File: src/rtl/axi_slv_mem_bridge_if.sv
// Signal bundle between the axi_slv request/response port, the bridge and the SRAM macro.
// The slave modport is the bridge's view; master is the front-end plus memory side.
interface axi_slv_mem_bridge_if #(
  parameter int addr_bits = 32,
  parameter int data_bits = 64,
  parameter int abits     = 18
);
  localparam int dbytes = data_bits / 8;

  logic                 i_req_valid;
  logic [addr_bits-1:0] i_req_addr;
  logic [7:0]           i_req_size;
  logic                 i_req_write;
  logic [data_bits-1:0] i_req_wdata;
  logic [dbytes-1:0]    i_req_wstrb;
  logic                 i_req_last;
  logic                 o_req_ready;
  logic                 o_resp_valid;
  logic [data_bits-1:0] o_resp_rdata;
  logic                 o_resp_err;
  logic                 o_mem_en;
  logic                 o_mem_we;
  logic [abits-1:0]     o_mem_addr;
  logic [dbytes-1:0]    o_mem_wstrb;
  logic [data_bits-1:0] o_mem_wdata;
  logic [data_bits-1:0] i_mem_rdata;
  // Registered copy of i_req_last, kept observable for debug.
  logic                 o_dbg_req_last;

  modport slave (
    input  i_req_valid, i_req_addr, i_req_size, i_req_write, i_req_wdata, i_req_wstrb,
           i_req_last, i_mem_rdata,
    output o_req_ready, o_resp_valid, o_resp_rdata, o_resp_err, o_mem_en, o_mem_we,
           o_mem_addr, o_mem_wstrb, o_mem_wdata, o_dbg_req_last
  );

  modport master (
    output i_req_valid, i_req_addr, i_req_size, i_req_write, i_req_wdata, i_req_wstrb,
           i_req_last, i_mem_rdata,
    input  o_req_ready, o_resp_valid, o_resp_rdata, o_resp_err, o_mem_en, o_mem_we,
           o_mem_addr, o_mem_wstrb, o_mem_wdata, o_dbg_req_last
  );
endinterface

File: src/rtl/axi_slv_mem_bridge.sv
// Handshaking bridge from the axi_slv request port to a synchronous SRAM with 1..4 cycle
// read latency: one memory access per request, range/size errors answered without touching memory.
module axi_slv_mem_bridge #(
  parameter int abits            = 18,
  parameter int log2_dbytes      = 3,
  parameter int rd_latency       = 1,
  parameter int sysbus_addr_bits = 32
) (
  input logic                 i_clk,
  input logic                 i_nrst,
  axi_slv_mem_bridge_if.slave bus
);
  localparam int         dbytes   = 1 << log2_dbytes;
  localparam int         dbits    = 8 * dbytes;
  localparam logic [8:0] max_size = 9'(dbytes);
  localparam logic [1:0] cnt_init = 2'(rd_latency - 1);

  typedef enum logic [1:0] {IDLE, ACCESS, RWAIT, RESP} state_e;

  state_e             state_q, state_d;
  logic [abits-1:0]   addr_q, addr_d;
  logic [dbits-1:0]   wdata_q, wdata_d;
  logic [dbytes-1:0]  wstrb_q, wstrb_d;
  logic               write_q, write_d;
  logic               err_q, err_d;
  logic               last_q, last_d;
  logic [1:0]         cnt_q, cnt_d;
  logic [dbits-1:0]   rdata_q, rdata_d;
  logic               mem_en_q, mem_en_d;
  logic               mem_we_q, mem_we_d;
  logic [abits-1:0]   mem_addr_q, mem_addr_d;
  logic [dbytes-1:0]  mem_wstrb_q, mem_wstrb_d;
  logic [dbits-1:0]   mem_wdata_q, mem_wdata_d;
  logic               resp_valid_q, resp_valid_d;
  logic               resp_err_q, resp_err_d;
  logic               req_bad;

  assign req_bad = (|bus.i_req_addr[sysbus_addr_bits-1:abits]) ||
                   ({1'b0, bus.i_req_size} > max_size);

  // Next state; the registered outputs are derived from the state being entered so that
  // they line up exactly with ACCESS and RESP.
  always_comb begin
    state_d = state_q;
    addr_d  = addr_q;
    wdata_d = wdata_q;
    wstrb_d = wstrb_q;
    write_d = write_q;
    err_d   = err_q;
    last_d  = last_q;
    cnt_d   = cnt_q;
    rdata_d = '0;
    case (state_q)
      IDLE: begin
        if (bus.i_req_valid) begin
          last_d = bus.i_req_last;
          err_d  = req_bad;
          if (req_bad) begin
            state_d = RESP;
          end else begin
            addr_d  = bus.i_req_addr[abits-1:0];
            wdata_d = bus.i_req_wdata;
            wstrb_d = bus.i_req_wstrb;
            write_d = bus.i_req_write;
            state_d = ACCESS;
          end
        end
      end
      ACCESS: begin
        if (write_q) begin
          state_d = RESP;
        end else if (rd_latency == 1) begin
          rdata_d = bus.i_mem_rdata;
          state_d = RESP;
        end else begin
          cnt_d   = cnt_init;
          state_d = RWAIT;
        end
      end
      RWAIT: begin
        // Capture on the edge where the countdown expires: ACCESS plus rd_latency-1 waits.
        cnt_d = cnt_q - 2'd1;
        if (cnt_d == 2'd0) begin
          rdata_d = bus.i_mem_rdata;
          state_d = RESP;
        end
      end
      RESP:    state_d = IDLE;
      default: state_d = IDLE;
    endcase

    mem_en_d     = (state_d == ACCESS);
    mem_we_d     = mem_en_d && write_d;
    mem_addr_d   = mem_en_d ? addr_d : '0;
    mem_wstrb_d  = mem_we_d ? wstrb_d : '0;
    mem_wdata_d  = mem_we_d ? wdata_d : '0;
    resp_valid_d = (state_d == RESP);
    resp_err_d   = resp_valid_d && err_d;
  end

  always_ff @(posedge i_clk or negedge i_nrst) begin
    if (!i_nrst) begin
      state_q      <= IDLE;
      addr_q       <= '0;
      wdata_q      <= '0;
      wstrb_q      <= '0;
      write_q      <= 1'b0;
      err_q        <= 1'b0;
      last_q       <= 1'b0;
      cnt_q        <= '0;
      rdata_q      <= '0;
      mem_en_q     <= 1'b0;
      mem_we_q     <= 1'b0;
      mem_addr_q   <= '0;
      mem_wstrb_q  <= '0;
      mem_wdata_q  <= '0;
      resp_valid_q <= 1'b0;
      resp_err_q   <= 1'b0;
    end else begin
      state_q      <= state_d;
      addr_q       <= addr_d;
      wdata_q      <= wdata_d;
      wstrb_q      <= wstrb_d;
      write_q      <= write_d;
      err_q        <= err_d;
      last_q       <= last_d;
      cnt_q        <= cnt_d;
      rdata_q      <= rdata_d;
      mem_en_q     <= mem_en_d;
      mem_we_q     <= mem_we_d;
      mem_addr_q   <= mem_addr_d;
      mem_wstrb_q  <= mem_wstrb_d;
      mem_wdata_q  <= mem_wdata_d;
      resp_valid_q <= resp_valid_d;
      resp_err_q   <= resp_err_d;
    end
  end

  assign bus.o_req_ready    = (state_q == IDLE);
  assign bus.o_resp_valid   = resp_valid_q;
  assign bus.o_resp_rdata   = rdata_q;
  assign bus.o_resp_err     = resp_err_q;
  assign bus.o_mem_en       = mem_en_q;
  assign bus.o_mem_we       = mem_we_q;
  assign bus.o_mem_addr     = mem_addr_q;
  assign bus.o_mem_wstrb    = mem_wstrb_q;
  assign bus.o_mem_wdata    = mem_wdata_q;
  assign bus.o_dbg_req_last = last_q;
endmodule

File: src/flat_wrapper.sv
// flat-port wrapper written by rule: the top's interface ports become plain ports
module axi_slv_mem_bridge_flat 
#(
  parameter int abits            = 18,
  parameter int log2_dbytes      = 3,
  parameter int rd_latency       = 1,
  parameter int sysbus_addr_bits = 32
)
  (i_clk, i_nrst, bus_i_req_valid, bus_i_req_addr, bus_i_req_size, bus_i_req_write, bus_i_req_wdata, bus_i_req_wstrb, bus_i_req_last, bus_i_mem_rdata, bus_o_req_ready, bus_o_resp_valid, bus_o_resp_rdata, bus_o_resp_err, bus_o_mem_en, bus_o_mem_we, bus_o_mem_addr, bus_o_mem_wstrb, bus_o_mem_wdata, bus_o_dbg_req_last);
  axi_slv_mem_bridge_if #(.addr_bits(32), .data_bits(64), .abits(abits)) bus_i ();
  input logic i_clk;
  input logic i_nrst;
  input wire logic [$bits(bus_i.i_req_valid)-1:0] bus_i_req_valid;
  input wire logic [$bits(bus_i.i_req_addr)-1:0] bus_i_req_addr;
  input wire logic [$bits(bus_i.i_req_size)-1:0] bus_i_req_size;
  input wire logic [$bits(bus_i.i_req_write)-1:0] bus_i_req_write;
  input wire logic [$bits(bus_i.i_req_wdata)-1:0] bus_i_req_wdata;
  input wire logic [$bits(bus_i.i_req_wstrb)-1:0] bus_i_req_wstrb;
  input wire logic [$bits(bus_i.i_req_last)-1:0] bus_i_req_last;
  input wire logic [$bits(bus_i.i_mem_rdata)-1:0] bus_i_mem_rdata;
  output wire logic [$bits(bus_i.o_req_ready)-1:0] bus_o_req_ready;
  output wire logic [$bits(bus_i.o_resp_valid)-1:0] bus_o_resp_valid;
  output wire logic [$bits(bus_i.o_resp_rdata)-1:0] bus_o_resp_rdata;
  output wire logic [$bits(bus_i.o_resp_err)-1:0] bus_o_resp_err;
  output wire logic [$bits(bus_i.o_mem_en)-1:0] bus_o_mem_en;
  output wire logic [$bits(bus_i.o_mem_we)-1:0] bus_o_mem_we;
  output wire logic [$bits(bus_i.o_mem_addr)-1:0] bus_o_mem_addr;
  output wire logic [$bits(bus_i.o_mem_wstrb)-1:0] bus_o_mem_wstrb;
  output wire logic [$bits(bus_i.o_mem_wdata)-1:0] bus_o_mem_wdata;
  output wire logic [$bits(bus_i.o_dbg_req_last)-1:0] bus_o_dbg_req_last;
  assign bus_i.i_req_valid = bus_i_req_valid;
  assign bus_i.i_req_addr = bus_i_req_addr;
  assign bus_i.i_req_size = bus_i_req_size;
  assign bus_i.i_req_write = bus_i_req_write;
  assign bus_i.i_req_wdata = bus_i_req_wdata;
  assign bus_i.i_req_wstrb = bus_i_req_wstrb;
  assign bus_i.i_req_last = bus_i_req_last;
  assign bus_i.i_mem_rdata = bus_i_mem_rdata;
  assign bus_o_req_ready = bus_i.o_req_ready;
  assign bus_o_resp_valid = bus_i.o_resp_valid;
  assign bus_o_resp_rdata = bus_i.o_resp_rdata;
  assign bus_o_resp_err = bus_i.o_resp_err;
  assign bus_o_mem_en = bus_i.o_mem_en;
  assign bus_o_mem_we = bus_i.o_mem_we;
  assign bus_o_mem_addr = bus_i.o_mem_addr;
  assign bus_o_mem_wstrb = bus_i.o_mem_wstrb;
  assign bus_o_mem_wdata = bus_i.o_mem_wdata;
  assign bus_o_dbg_req_last = bus_i.o_dbg_req_last;
  axi_slv_mem_bridge #(.abits(abits), .log2_dbytes(log2_dbytes), .rd_latency(rd_latency), .sysbus_addr_bits(sysbus_addr_bits)) u_core (.i_clk(i_clk), .i_nrst(i_nrst), .bus(bus_i));
endmodule
File: config.mk
export PLATFORM = sky130hd
export DESIGN_NAME = axi_slv_mem_bridge_flat
export DESIGN_NICKNAME = d
export VERILOG_FILES = /design/src/rtl/axi_slv_mem_bridge_if.sv /design/src/rtl/axi_slv_mem_bridge.sv /design/src/flat_wrapper.sv
export SDC_FILE = /design/constraint.sdc
export NUM_CORES = 1
export LEC_CHECK = 0
export CORE_MARGIN = 2
export CORE_UTILIZATION = 42
export CTS_BUF_LIST = sky130_fd_sc_hd__clkbuf_4
export DETAILED_ROUTE_END_ITERATION = 7
export PLACE_DENSITY = 0.79
export SLEW_MARGIN = 30
export SYNTH_ARGS = -nofsm -noshare
export SYNTH_HDL_FRONTEND = slang
export SYNTH_SLANG_ARGS = --single-unit
File: constraint.sdc
create_clock -name i_clk -period 2 [get_ports i_clk]
set_input_delay 0.3 -clock i_clk [delete_from_list [all_inputs] [get_ports i_clk]]
set_output_delay 0.3 -clock i_clk [all_outputs]
set_load 0.1 [all_outputs]
Yosys cells after proc, flatten, opt, wreduce, memory -nomap -nowiden
Cells that the tools add are included.
{"block": "totals", "output_inout_bits": 160, "word_cells": 54, "input_bits": 181, "reg_bits": 255}
{"block": "op_classes", "n_reduce_logical": 7, "addsub": 1, "magnitude_cmp": 1, "mux": 24, "n_eq_ne": 5}
{"op": "$mux 64", "count": 6}
{"op": "$pmux 64 s2", "count": 1}
{"op": "$mux 18", "count": 4}
{"op": "$mux 8", "count": 4}
{"op": "$reduce_or 14->1", "count": 1}
{"op": "$gt 8x4->1 const B", "count": 1}
{"op": "$pmux 2 s4", "count": 1}
{"op": "$eq 2x2->1 const B", "count": 3}
{"op": "$mux 2", "count": 3}
{"op": "$mux 1", "count": 5}
{"op": "$eq 2x1->1 const B", "count": 2}
{"op": "$logic_not 2->1", "count": 2}
{"op": "$logic_and 1x1->1", "count": 2}
{"op": "$reduce_and 2->1", "count": 1}
{"op": "$sub 2x1->2 const B", "count": 1}
{"op": "$logic_or 1x1->1", "count": 1}

Logic depth before layout (Yosys ltp)
Gate-level depths: netlist of run 1.
{"block": "logic_depth", "word_depth": 8, "ltp_mapped": 8, "depth_no_buf": 6}

Worst setup path before layout of run 1
No wires, ideal clock.
{"block": "synth_timing", "kind": "register -> register", "start": "register u_core.state_q[0]", "end": "register u_core.addr_q[1]", "required_time_ns": 1.875, "path_stages_with_launch": 9, "arrival_time_ns": 2.582, "path_slack_ns": -0.707, "setup_ns": 0.125, "synth_period_minus_slack_ns": 2.707, "path_buffers": 2, "cell_sequence": "dfrtp_1 > inv_1 > ha_1 > and2_2 > nand4_1 > nor2_2 > buf_4 > buf_4 > mux2_2"}
{"block": "synth_between", "elab_chain_cells": 2}
{"item": "start, declared", "line": "axi_slv_mem_bridge.sv:20", "text": "state_e state_q, state_d;"}
{"item": "start signal, assigned", "line": "axi_slv_mem_bridge.sv:120", "text": "state_q <= state_d;"}
{"item": "$logic_not 2->1"}
{"item": "net bus_o_req_ready", "line": "flat_wrapper.sv:21", "text": "output wire logic [$bits(bus_i.o_req_ready)-1:0] bus_o_req_ready;"}
{"item": "$mux 18", "line": "axi_slv_mem_bridge.sv:53", "text": "case (state_q)"}
{"item": "net u_core.addr_d[1]", "line": "axi_slv_mem_bridge.sv:21", "text": "logic [abits-1:0] addr_q, addr_d;"}
{"item": "end signal, assigned", "line": "axi_slv_mem_bridge.sv:121", "text": "addr_q <= addr_d;"}
{"item": "end, declared", "line": "axi_slv_mem_bridge.sv:21"}
The timed path passes the listed nets, and every way through them passes these cells.
A chain may end at the register's enable or synchronous reset.

Worst setup path after layout of run 1
{"block": "layout_timing", "start": "register u_core.state_q[1]", "end": "register u_core.mem_wdata_q[63] (netlist: u_core.bus.o_mem_wdata[63])"}
{"block": "layout_between", "elab_chain_cells": 5, "elab_cells_between_ends": 12, "cone_classes": "eq/ne (4); mux (6); reduce/logical (2)"}
{"item": "$eq 2x2->1 (tied with other cells)", "line": "axi_slv_mem_bridge.sv:53"}
{"item": "$pmux 2 s4", "line": "axi_slv_mem_bridge.sv:53"}
{"item": "$eq 2x1->1", "line": "axi_slv_mem_bridge.sv:92", "text": "mem_en_d = (state_d == ACCESS);"}
{"item": "$logic_and 1x1->1", "line": "axi_slv_mem_bridge.sv:93", "text": "mem_we_d = mem_en_d && write_d;"}
{"item": "$mux 64 (*)", "line": "axi_slv_mem_bridge.sv:96", "text": "mem_wdata_d = mem_we_d ? wdata_d : '0;"}
{"item": "net u_core.mem_wdata_d[63]", "line": "axi_slv_mem_bridge.sv:33", "text": "logic [dbits-1:0] mem_wdata_q, mem_wdata_d;"}
{"item": "end signal, assigned", "line": "axi_slv_mem_bridge.sv:133", "text": "mem_wdata_q <= mem_wdata_d;"}
{"item": "end, declared", "line": "axi_slv_mem_bridge.sv:33"}
Mark *: on every way through the listed nets, which the timed path passes. The rest lies on a longest branch.

==> impl_metrics.env, run 1 <==
export IMPL_status="complete, but fails checks"
export IMPL_violations="negative setup slack"
export IMPL_dp_cells=1197
export IMPL_synth_area_mm2=0.00934
export IMPL_syn_area_per_cell_um2=15.8
export IMPL_clk_path_buf_depth=3
export IMPL_synth_seq_area_share=0.683
export IMPL_post_route_min_period_ps=2070
export IMPL_netlist_instances=591
export IMPL_num_io_pins=341
export IMPL_cts_made_buffers=66
export IMPL_met1_usage=0.248
export IMPL_ys_types=35
export IMPL_cts_sinks=255
export IMPL_dieWidth_um=153
export IMPL_final_nets=1197
export IMPL_synthTopCellsByCount="255 x dfrtp_1, 83 x a32o_1, 81 x mux2_2"
export IMPL_place_ws_ps=-443
export IMPL_grt_remaining_overflow=0
export IMPL_setup_violations=97
export IMPL_worst_pin_slew_ps=458
export IMPL_route_detailed_drc=0
export IMPL_drive_gt1_frac=0.412
export IMPL_fin_area_mm2=0.0144
export IMPL_period_share=1.04
export IMPL_ant_nets=0
export IMPL_cts_tree="built"
export IMPL_initial_core_util=0.428
export IMPL_slew_headroom=0.695
export IMPL_grt_pass1_vias=7266
export IMPL_crit_fanout=6
export IMPL_rows=54
export IMPL_fmax_ghz=0.483
export IMPL_htree_levels=3
export IMPL_detail_route_wl_per_cell_um=19.9
export IMPL_drtPass1Iterations=5
export IMPL_io_buffers=340
export IMPL_vias=6833
export IMPL_ir_drop_mv=1.26
export IMPL_totalWireLength_um=26300
export IMPL_globalplace_congestion=0.744
export IMPL_synth_seq_cells=255
export IMPL_area_growth_pct=54.4
export IMPL_antenna_found_initial=2
export IMPL_synthTopCellsByArea="dfrtp_1 68%, mux2_2 9.8%, a32o_1 8.9%"
export IMPL_fin_ws_ps=-70.4
export IMPL_leakagePower_uw=0.00714
export IMPL_drt_iter0_markers=273
export IMPL_cp_arrival_ps=2600
export IMPL_synth_top_cell_area_share=0.683
export IMPL_use_met3=0.0848
export IMPL_cp_start_kind="flip-flop"
export IMPL_cap_violations=0
export IMPL_min_path_type="primary input to async pin"
export IMPL_drv_slew=0
export IMPL_grt_max_degree=65
export IMPL_yosysMostFrequentCell="dfrtp_1"
export IMPL_endpoint_kind="flip-flop"
export IMPL_synth_async_sr_flop_share=1.00
export IMPL_die_y_um=153
export IMPL_hpwl_um=16200
export IMPL_fin_skew_ps=43.4
export IMPL_track_usage=0.211
export IMPL_synth_net_count=776
export IMPL_grt_pass1_wl_um=38900
export IMPL_hold_viol_final=0
export IMPL_utilization=0.660
export IMPL_placed_area_mm2=0.0128
export IMPL_clk_latency_ps=640
export IMPL_instances_no_fill=1327
export IMPL_power_density_mw_per_mm2=1220
export IMPL_yosysWarnings=0
export IMPL_via_per_inst=5.15
export IMPL_synth_area_leader_cell="dfrtp_1"
export IMPL_clk_pin_slew_ps=70
export IMPL_synth_edf_count=0
export IMPL_core_area_mm2=0.0218
export IMPL_die_area_mm2=0.0234
export IMPL_fin_setup_tns_ps=-1890
export IMPL_rsz0062_at_grt="yes"
export IMPL_busiest_layer="met2"
export IMPL_worst_setup_path_type="flip-flop to flip-flop"
export IMPL_grtUsageMet2=0.360
export IMPL_root_buffer="clkbuf_4"
export IMPL_cp_required_ps=2530
export IMPL_ys_flop_type="dfrtp_1"
-- layout make-up --
cell class              count  area, um2
fillers                  1580       7410
flip-flops and latches    255       6380
repair buffers            400       4020
multi-input cells         285       2880
clock buffers              90        676
well taps                 280        350
clock inverters            12       90.1
inverters                   4       15.0
diodes                      1       2.50
-- metal layers --
layer	wire, um	part of all wire
met4	459	0.017
met1	9780	0.37
met2	13500	0.51
met5	0	0
met3	2600	0.099
-- cell families after synthesis --
logic type,synth area share
compound gates,0.104
mux,0.111
buf+inv,0.0370
fa+ha+maj,0.00536
flops,0.683
simple gates,0.0583
xor+xnor,0.000938
-- power breakdown --
part	switching [uW]	internal [uW]	total (uW)	leakage, uW
clock	2040	2200	4240	0.000453
combinational	5170	2340	7510	0.00316
sequential	167	5640	5810	0.00353
total	7370	10200	17600	0.00714
-- what timing repair did --
action | 4_1_cts | 5_1_grt
endpoints found under the hold margin | 172 | 0
gates cloned | 7 | 8
gates resized for setup | 41 | 44
setup buffers | 8 | 3
pin swaps | 23 | 50
hold buffers | 1 | 0
endpoints found under the setup margin | 182 | 168
-- final timing paths --
kind	endpoint	slack, ps	cells past startpoint	startpoint
setup / recovery	u_core.bus.o_mem_wdata[63]	-70	9	u_core.state_q[1]
hold / removal	u_core.bus.o_mem_wdata[19]	180	2	i_nrst
setup reg to reg	u_core.bus.o_mem_wdata[63]	-70	9	u_core.state_q[1]
hold reg to reg	u_core.bus.o_mem_wdata[14]	460	1	u_core.wdata_q[14]
max in group asynchronous	u_core.bus.o_resp_rdata[44]	1060	3	i_nrst
min in group i_clk	u_core.bus.o_resp_rdata[22]	210	2	bus_i_mem_rdata[22]
-- through the flow --
stage	hold WS [ps]	power, uW
final	182	17600
after global placement	266	12300
after global routing	156	18300
after detailed placement	267	12400
after CTS	136	17100
after floorplan	4.41	10600
-- critical path, stage by stage, from the launching register on --
cell and delay (ps):
dfrtp_1 400, inv_2 90, ha_4 140, buf_6 100, or3b_4 400, a21oi_4 190, o21a_4 200, buf_12 160
clkbuf_16 150, a32o_1 160
-- registers in the layout, indices dropped and copies added, names as in the netlist --
signal                     cells
u_core.addr_q                 18
u_core.bus.o_dbg_req_last      1
u_core.bus.o_mem_addr         18
u_core.bus.o_mem_en            1
u_core.bus.o_mem_wdata        64
u_core.bus.o_mem_we            1
u_core.bus.o_mem_wstrb         8
u_core.bus.o_resp_err          1
u_core.bus.o_resp_rdata       64
u_core.bus.o_resp_valid        1
u_core.cnt_q                   2
u_core.err_q                   1
u_core.state_q                 2
u_core.wdata_q                64
u_core.write_q                 1
u_core.wstrb_q                 8
-- cell usage in the layout (no fill, tap or decap), types with 2 or more instances in the layout --
cell | synthesis | layout
a22oi_2 | 1 | 2
a32o_1 | 83 | 78
clkbuf_4 | 0 | 90
inv_1 | 4 | 2
ha_1 | 4 | 2
nand2_1 | 2 | 2
dfrtp_1 | 255 | 255
inv_2 | 0 | 3
a31o_2 | 3 | 3
buf_4 | 13 | 179
mux2_2 | 81 | 33
and3_1 | 3 | 3
buf_12 | 0 | 14
clkdlybuf4s50_1 | 0 | 179
nor4_1 | 4 | 4
bufbuf_16 | 0 | 2
clkbuf_16 | 0 | 6
clkinv_1 | 0 | 5
and2_4 | 0 | 2
and2_1 | 64 | 64
a32o_2 | 4 | 9
mux2_1 | 11 | 5
mux2_4 | 0 | 54
nor2_1 | 6 | 6
o21ai_0 | 2 | 2
buf_6 | 1 | 5
clkinvlp_4 | 0 | 2
buf_8 | 7 | 5
clkinv_4 | 0 | 2
buf_16 | 0 | 9
(Power assumes the default switching activity.)
==> inputs of run 2 (changes only) <==
- CORE_ASPECT_RATIO: unset -> 1.5
==> impl_metrics.env, run 2 (synthesis results as in run 1) <==
export IMPL_setup_violations=3
export IMPL_io_buffers=340
export IMPL_reg2reg_depth=7
export IMPL_ant_nets=0
export IMPL_final_nets=1181
export IMPL_fill_cells=1639
export IMPL_htree_levels=2
export IMPL_fmax_ghz=0.499
export IMPL_hold_viol_final=0
export IMPL_holdWs_ps=171
export IMPL_worst_setup_path_type="flip-flop to flip-flop"
export IMPL_wl_met2_um=14100
export IMPL_cts_sinks=255
export IMPL_crit_end="u_core.bus.o_mem_wdata[28]"
export IMPL_cts_made_buffers=58
export IMPL_path_cells="inv_2, ha_4, or3b_4, a21oi_4, o21a_4, clkbuf_16, a32o_1"
export IMPL_detail_route_wl_per_cell_um=19.9
export IMPL_ir_drop_mv=1.27
export IMPL_drive_gt1_frac=0.402
export IMPL_final_cell_mix="255 x dfrtp_1, 179 x clkdlybuf4s50_1, 179 x buf_4"
export IMPL_totalWireLength_um=26000
export IMPL_grt_max_degree=58
export IMPL_globalplace_congestion=0.749
export IMPL_min_path_type="primary input to async pin"
export IMPL_grt_pass1_wl_um=38500
export IMPL_slowest_stage="dfrtp_1"
export IMPL_via_per_inst=5.16
export IMPL_r2r_end="u_core.bus.o_mem_wdata[28]"
export IMPL_clk_latency_ps=680
export IMPL_clk_pin_slew_ps=80
export IMPL_grt_remaining_overflow=0
export IMPL_hpwl_um=16800
export IMPL_power_density_mw_per_mm2=1210
export IMPL_clk_path_buf_depth=3
export IMPL_die_y_um=187
export IMPL_area_growth_pct=49.9
export IMPL_drv_slew=0
export IMPL_track_usage=0.207
export IMPL_fin_setup_tns_ps=-5.32
export IMPL_cts_tree="built"
export IMPL_fin_ws_ps=-2.80
export IMPL_rows=66
export IMPL_drtPass1Iterations=4
export IMPL_post_route_min_period_ps=2000
export IMPL_rr_startpoint="u_core.state_q[1]"
export IMPL_drt_iter0_markers=354
export IMPL_violations="negative setup slack"
export IMPL_vias=6760
export IMPL_initial_core_util=0.430
export IMPL_grt_pass1_vias=7186
export IMPL_wl_met1_um=9350
export IMPL_cp_start_kind="flip-flop"
export IMPL_worst_pin_slew_ps=557
export IMPL_cp_required_ps=2580
export IMPL_cap_violations=0
export IMPL_slowest_delay_ps=420
export IMPL_slew_headroom=0.628
export IMPL_num_io_pins=341
export IMPL_period_share=1.00
export IMPL_core_area_mm2=0.0217
export IMPL_final_common_cell="dfrtp_1"
export IMPL_highest_layer="met5"
export IMPL_route_detailed_drc=0
export IMPL_dieWidth_um=126
export IMPL_crit_fanout=19
export IMPL_cp_arrival_ps=2580
export IMPL_rsz0062_at_grt="yes"
export IMPL_endpoint_kind="flip-flop"
export IMPL_leakagePower_uw=0.00701
export IMPL_root_buffer="clkbuf_4"
export IMPL_met3_length_um=1860
export IMPL_fin_skew_ps=43.8
export IMPL_antenna_found_initial=2
export IMPL_status="complete, but fails checks"
export IMPL_startpoint="u_core.state_q[1]"
export IMPL_die_area_mm2=0.0235
export IMPL_ff2ff_setup_slack_ps=-3
## run 2: changes by cell type in the layout (fill, tap and decap cells not counted), sizes merged
cell / previous run / this run
buf: 212 / 200
inv: 5 / 6
clkinv: 8 / 9
bufbuf: 2 / 1
and2: 66 / 67
nor2b: 1 / 3
clkinvlp: 2 / 0
## run 2: area by class of cell
cell class	count	area (um2)	share of cell area
Antenna cell	1	2.50	0.000179
Clock inverter	12	73.8	0.00528
Timing Repair Buffer	389	3780	0.270
Tap cell	272	340	0.0243
Inverter	4	15.0	0.00107
Sequential cell	255	6380	0.456
Multi-Input combinational cell	288	2740	0.196
Clock buffer	88	661	0.0472
## run 2: stage by stage
step	util	instances	area (um2)	worst slack (ps)	total power, uW
finish	0.644	1309	14000	-2.80	16900
global route	0.644	1309	14000	-81.3	17600
CTS	0.629	1293	13700	0.511	16600
detailed placement	0.592	1190	12900	-339	12400
global placement	0.592	1190	12900	-344	12300
floorplan	-	591	9380	-48.9	10600
## run 2: how the worst min path moves through the flow
stage / start / to / slack (ps)
detailed placement: i_nrst / u_core.wdata_q[20] / 280
global route: bus_i_mem_rdata[22] / u_core.bus.o_resp_rdata[22] / 130
finish: i_nrst / u_core.bus.o_mem_wdata[10] / 170
floorplan: i_nrst / u_core.addr_q[0] / 4
global placement: i_nrst / u_core.wdata_q[20] / 270
CTS: bus_i_mem_rdata[22] / u_core.bus.o_resp_rdata[22] / 130
## run 2: layer usage
layer | track usage | vias up
li1 | - | 3022
met1 | 0.231 | 3379
met2 | 0.369 | 304
met3 | 0.0616 | 53
met4 | 0.0803 | 2
met5 | 0 | -
## run 2: where the power goes
group          internal, uW  total, uW  leakage [uW]  switching, uW
registers              5640       5800       0.00353            160
logic                  1870       7040       0.00304           5170
clock network          2120       4040      0.000446           1920
total                  9630      16900       0.00701           7250
## run 2: timing repair
action,in CTS,in global routing
gates resized for setup,2,18
cloned,2,12
hold buffers,1,0
hold endpoints to repair,228,0
setup buffers,0,3
setup endpoints to repair,11,178
pin swaps,1,17
## run 2: critical path: cells and delay by family, from the launching register on
kind                       cells  cell delay [ps]
and+or+nand+nor                1              410
adders and majority gates      1              140
AOI/OAI and AO/OA              3              620
buffers and inverters          2              320
DFF                            1              420
